--- config.mk ---
export PLATFORM = sky130hd
export DESIGN_NAME = rob_divider_seq
export DESIGN_NICKNAME = d
export VERILOG_FILES = /design/src/rtl/rob_divider_seq.sv
export SDC_FILE = /design/constraint.sdc
export NUM_CORES = 1
export LEC_CHECK = 0
export CORE_MARGIN = 2
export CORE_UTILIZATION = 45
export CTS_BUF_LIST = sky130_fd_sc_hd__clkbuf_4
export CTS_CLUSTER_DIAMETER = 60
export CTS_CLUSTER_SIZE = 25
export DETAILED_ROUTE_END_ITERATION = 8
export GPL_ROUTABILITY_DRIVEN = 0
export GPL_TIMING_DRIVEN = 1
export PLACE_DENSITY = 0.66
export REMOVE_ABC_BUFFERS = 1
export SYNTH_ARGS = -nofsm -noshare
export SYNTH_HDL_FRONTEND = slang
export SYNTH_SLANG_ARGS = --single-unit
--- constraint.sdc ---
create_clock -name clk -period 22.7 [get_ports clk]
set_input_delay 4.54 -clock clk [delete_from_list [all_inputs] [get_ports clk]]
set_output_delay 4.54 -clock clk [all_outputs]
set_load 0.01 [all_outputs]
--- src/rtl/rob_divider_seq.sv ---
// rtl/rob_divider_seq.sv - sequential signed 64/32 divider, restoring or rounded power-of-two (ROUND_DIVISOR_EN)
// Magnitudes use the multiplier's XOR (ones'-complement) sign convention.
module rob_divider_seq (
    input  logic        clk,
    input  logic        rst,
    input  logic        in_valid,
    output logic        in_ready,
    input  logic [63:0] dividend,
    input  logic [31:0] divisor,
    output logic        out_valid,
    input  logic        out_ready,
    output logic [31:0] quotient,
    output logic [31:0] remainder,
    output logic        div_by_zero,
    output logic        overflow
);

    typedef enum logic [1:0] {IDLE, PREP, ITER, DONE} state_t;

    state_t      state;
    state_t      state_next;
    logic [63:0] dvd_r;
    logic [31:0] dvs_r;
    logic [31:0] rem_acc;
    logic [30:0] d_low;
    logic [29:0] q_acc;
    logic [4:0]  count;

    logic [63:0] mag_d;
    logic [31:0] mag_v;
    logic        q_sign;
    logic        r_sign;
    logic [31:0] sat_q;
    logic        v_zero;

    assign mag_d  = dvd_r ^ {64{dvd_r[63]}};
    assign mag_v  = dvs_r ^ {32{dvs_r[31]}};
    assign q_sign = dvd_r[63] ^ dvs_r[31];
    assign r_sign = dvd_r[63];
    assign sat_q  = 32'h7FFF_FFFF ^ {32{q_sign}};
    assign v_zero = (mag_v == 32'd0);

    // One restoring step: shift in the next dividend bit, subtract when it fits.
    logic [32:0] r_shift;
    logic        r_ge;
    logic [31:0] r_new;

    assign r_shift = {rem_acc, d_low[30]};
    assign r_ge    = (r_shift >= {1'b0, mag_v});
    assign r_new   = r_ge ? (r_shift[31:0] - mag_v) : r_shift[31:0];

`ifdef ROUND_DIVISOR_EN
    logic [4:0]  lead;
    logic        round_up;
    logic [5:0]  kp;
    logic [63:0] rq;
    logic [31:0] rmask;

    always_comb begin
        lead = 5'd0;
        for (int i = 0; i < 32; i++) begin
            if (mag_v[i]) lead = 5'(i);
        end
        round_up = 1'b0;
        if (lead >= 5'd2) round_up = mag_v[lead - 5'd1];
        kp    = {1'b0, lead} + {5'd0, round_up};
        rq    = mag_d >> kp;
        rmask = kp[5] ? 32'hFFFF_FFFF : ((32'd1 << kp[4:0]) - 32'd1);
    end
`else
    logic prep_ovf;
    assign prep_ovf = (mag_d[63:31] >= {1'b0, mag_v});
`endif

    assign in_ready = (state == IDLE) && !rst;

    always_comb begin
        state_next = state;
        unique case (state)
            IDLE: if (in_valid) state_next = PREP;
            PREP: begin
`ifdef ROUND_DIVISOR_EN
                state_next = DONE;
`else
                if (v_zero || prep_ovf) state_next = DONE;
                else                    state_next = ITER;
`endif
            end
            ITER: if (count == 5'd0) state_next = DONE;
            DONE: if (out_valid && out_ready) state_next = IDLE;
            default: state_next = IDLE;
        endcase
    end

    // Results decided in PREP are published one cycle after entering DONE;
    // the iterative path raises out_valid together with its final step.
    always_ff @(posedge clk or posedge rst) begin
        if (rst) begin
            state       <= IDLE;
            dvd_r       <= 64'd0;
            dvs_r       <= 32'd0;
            rem_acc     <= 32'd0;
            d_low       <= 31'd0;
            q_acc       <= 30'd0;
            count       <= 5'd0;
            out_valid   <= 1'b0;
            quotient    <= 32'd0;
            remainder   <= 32'd0;
            div_by_zero <= 1'b0;
            overflow    <= 1'b0;
        end else begin
            state <= state_next;
            unique case (state)
                IDLE: begin
                    if (in_valid) begin
                        dvd_r       <= dividend;
                        dvs_r       <= divisor;
                        div_by_zero <= 1'b0;
                        overflow    <= 1'b0;
                    end
                end
                PREP: begin
                    if (v_zero) begin
                        div_by_zero <= 1'b1;
                        quotient    <= sat_q;
                        remainder   <= dvd_r[31:0];
`ifdef ROUND_DIVISOR_EN
                    end else if (|rq[63:31]) begin
                        overflow  <= 1'b1;
                        quotient  <= sat_q;
                        remainder <= 32'd0;
                    end else begin
                        quotient  <= {1'b0, rq[30:0]} ^ {32{q_sign}};
                        remainder <= (mag_d[31:0] & rmask) ^ {32{r_sign}};
                    end
`else
                    end else if (prep_ovf) begin
                        overflow  <= 1'b1;
                        quotient  <= sat_q;
                        remainder <= 32'd0;
                    end else begin
                        rem_acc <= mag_d[62:31];
                        d_low   <= mag_d[30:0];
                        q_acc   <= 30'd0;
                        count   <= 5'd30;
                    end
`endif
                end
                ITER: begin
                    rem_acc <= r_new;
                    d_low   <= {d_low[29:0], 1'b0};
                    q_acc   <= {q_acc[28:0], r_ge};
                    count   <= count - 5'd1;
                    if (count == 5'd0) begin
                        quotient  <= {1'b0, q_acc, r_ge} ^ {32{q_sign}};
                        remainder <= r_new ^ {32{r_sign}};
                        out_valid <= 1'b1;
                    end
                end
                DONE: begin
                    if (!out_valid)     out_valid <= 1'b1;
                    else if (out_ready) out_valid <= 1'b0;
                end
                default: ;
            endcase
        end
    end

endmodule

==> results.md <==
* Final setup fails at 0
* Clk buf depth at 3
* Worst-skew pair later-pin latency at 790 ps
* GRT Total Usage at 21.4%
* Routed Antenna Nets at 0
* Worst r2r src: dvd_r[63]
* Status: finished, final reports clean
* Worst path required time at 18,160 ps
* Final Routed Wirelength at 39,200 um
* Share of the synthesized area in the top cell type at 41.8%
* Distinct cells, synth at 71
* Final period util at 45.3%
* DIE AREA at 0.0365 mm2
* Met3 routed WL at 2060 um
* I/O Buffers at 167
* Post-synthesis register bit count at 263
* Rel. slew slack at 23.8%
* R2r endpoint: q_acc[25]
* Mapped cell area at 0.0158 mm2
* TritonRoute pass-1 iters at 6
* Async SR Flop Fraction at 100%
* Slew @ Worst Pin at 1140 ps
* Crit path DAT at 5750 ps
* Share of layout cells above drive strength 1 at 10.1%
* Clock transition at the registers of the reported paths at 200 ps
* Largest net degree at the start of global routing at 121
* Synth area leader: dfrtp_1
* CORE AREA at 0.0345 mm2
* CTS H-tree depth at 1
* Setup TNS at 0 ps
* Final core occ at 52.5%
* FF-to-FF path depth at 11
* DRC viols at 0
* Crit. End Element: primary output
* Global-route wire length before repair at 63,000 um
* Routed len/inst at 17.5 um
* Initial core utilization at 45.6%
* Grt ovf at 0
* Register area share after synthesis at 41.8%
* Iter 0 DRT Violations at 698
* Clk_skew at 65.6 ps
* Synth-to-layout area growth at 15.1%
* Number of top-level pins at 168
* EDFF count, synth at 0
* Rows at 68
* YS warnings at 0
* Inserted Clock Buffers at 26
* Number of post-CTS setup repair buffers at 0
* Crit Path Category: in -> out
* Met1 Wirelength at 18,500 um
* Initial antenna violation count at 2
* Post-DR vias/cell at 5.51
* Die height at 191 um
* # Max-Cap Violations at 0
* Final net count at 1,928
* Min Tclk post-route at 10,290 ps
* WHS Endpoint: quotient[20]
* Flop-to-flop setup slack at 16,740 ps
* Fmax at 97.2 MHz
* Detail Placement HPWL at 27,900 um
* Hold buffer count at cts at 0
* Avg Cell Area, Syn at 9.46 um2
* Unrepaired setup endpoints after global routing: no
* DR vias at 12,300
* Synth Flop Type: dfrtp_1
* HP Start: quotient[20]
* Top Layer Used: met5
* Die width at 191 um
* Fin. max-slew vios at 0
* CP max FO at 2
* CTS resizes at 0
* Root buf cell: clkbuf_4
* Clk sinks at 263
* Final Hold Fails at 0
* CTS tree: done
* Largest cells by area after synthesis: dfrtp_1 (42%), xnor2_1 (7.3%), mux2_2 (6.9%), ha_1 (5.2%), nand2_1 (5.2%)
* Worst min-delay path class: reg -> reg
* Vias in the first global route at 11,900
* CP Launch Type: input port
* Hold path depth at 2
* Gate Count Post-Synth at 1,666
* Met2 wire length at 17,800 um
==> cell type report <==
cell class	instances	area [um2]
clock inverters	19	226
fillers	3208	16400
inverters	26	105
flip-flops and latches	263	6590
clock buffers	28	210
multi-input cells	1264	8670
well taps	455	569
repair buffers	180	1770
diodes	1	2.50
==> cells in the mapped netlist (31+ instances only) <==
cell        n
xnor2_1   132
nand3_1    51
xor2_1     47
nand2b_1   34
o21ai_0   132
a21oi_1    85
nor2_1    103
nand2_1   217
a21o_1     36
dfrtp_1   263
ha_1       66
mux2i_1    31
clkbuf_1   69
mux2_2     96
==> metrics by stage <==
step	setup slack (ps)	std cells	area (um2)	hold WS, ps
2_1_floorplan	10920	1553	15300	441
6_report	12410	2236	18100	501
3_3_place_gp	12400	2188	17700	453
3_5_place_dp	12410	2188	17700	466
4_1_cts	12400	2235	18100	508
5_1_grt	12360	2236	18100	529
==> logic make-up (layout without fill, tap and decap cells) <==
logic type      Yosys count  after routing  share of synthesized area (%)
simple gates            496            496                           14.3
flops                   263            263                           41.8
fa+ha+maj                67             67                           5.37
xor+xnor                183            183                           10.5
compound gates          391            391                           15.7
mux                     127            127                           8.83
buf+inv                 139            253                           3.59
other cells               0              1                              0
==> worst max-delay path by stage <==
stage	slack, ps	startpoint	cells past startpoint	to
final	12410	rst	3	in_ready
after global routing	12360	rst	3	in_ready
after detailed placement	12410	rst	3	in_ready
after CTS	12400	rst	3	in_ready
after global placement	12400	rst	3	in_ready
after floorplan	10920	rst	1	count[0]
==> worst max-delay path, stage by stage <==
cell and delay, ps:
clkdlybuf4s50_1 510, nor2b_1 160, clkdlybuf4s50_1 550
==> routing by layer <==
| metal | track usage [%] | vias up |
|---|---|---|
| met3 | 3.01 | 64 |
| met1 | 30.1 | 5878 |
| met4 | 5.21 | 2 |
| met2 | 34.8 | 328 |
| met5 | 0 | - |
| li1 | - | 6055 |
==> layout by cell type, fill, tap and decap left out, types with 5 or more instances in the layout <==
master and count:
clkdlybuf4s50_1 167, inv_1 25, a211oi_1 28, o31ai_1 8, o21bai_1 5, inv_8 5
mux2i_1 31, nand2_1 215, a31oi_1 12, o21ai_0 132, o211ai_1 27, xnor2_1 132
nand4_1 21, ha_1 65, buf_4 13, nand3_1 51, dfrtp_1 261, xor2_1 46
o21a_1 8, clkbuf_4 28, nand2b_1 34, and3_1 6, nor2_1 101, mux2_2 96
nor3_1 22, a21oi_1 85, or4_1 9, a21o_1 36, nor2b_1 6, and2_1 5
==> flip-flops by register name, summed over array words and instances (netlist names), 2 cells and up <==
register / count
rem_acc: 32
remainder: 32
dvd_r: 64
dvs_r: 32
quotient: 32
d_low: 31
state: 2
q_acc: 30
count: 5
Power is left out: the tool's default activity adds up to more than one toggle a clock period on the data nets, which glitch-free logic cannot reach.
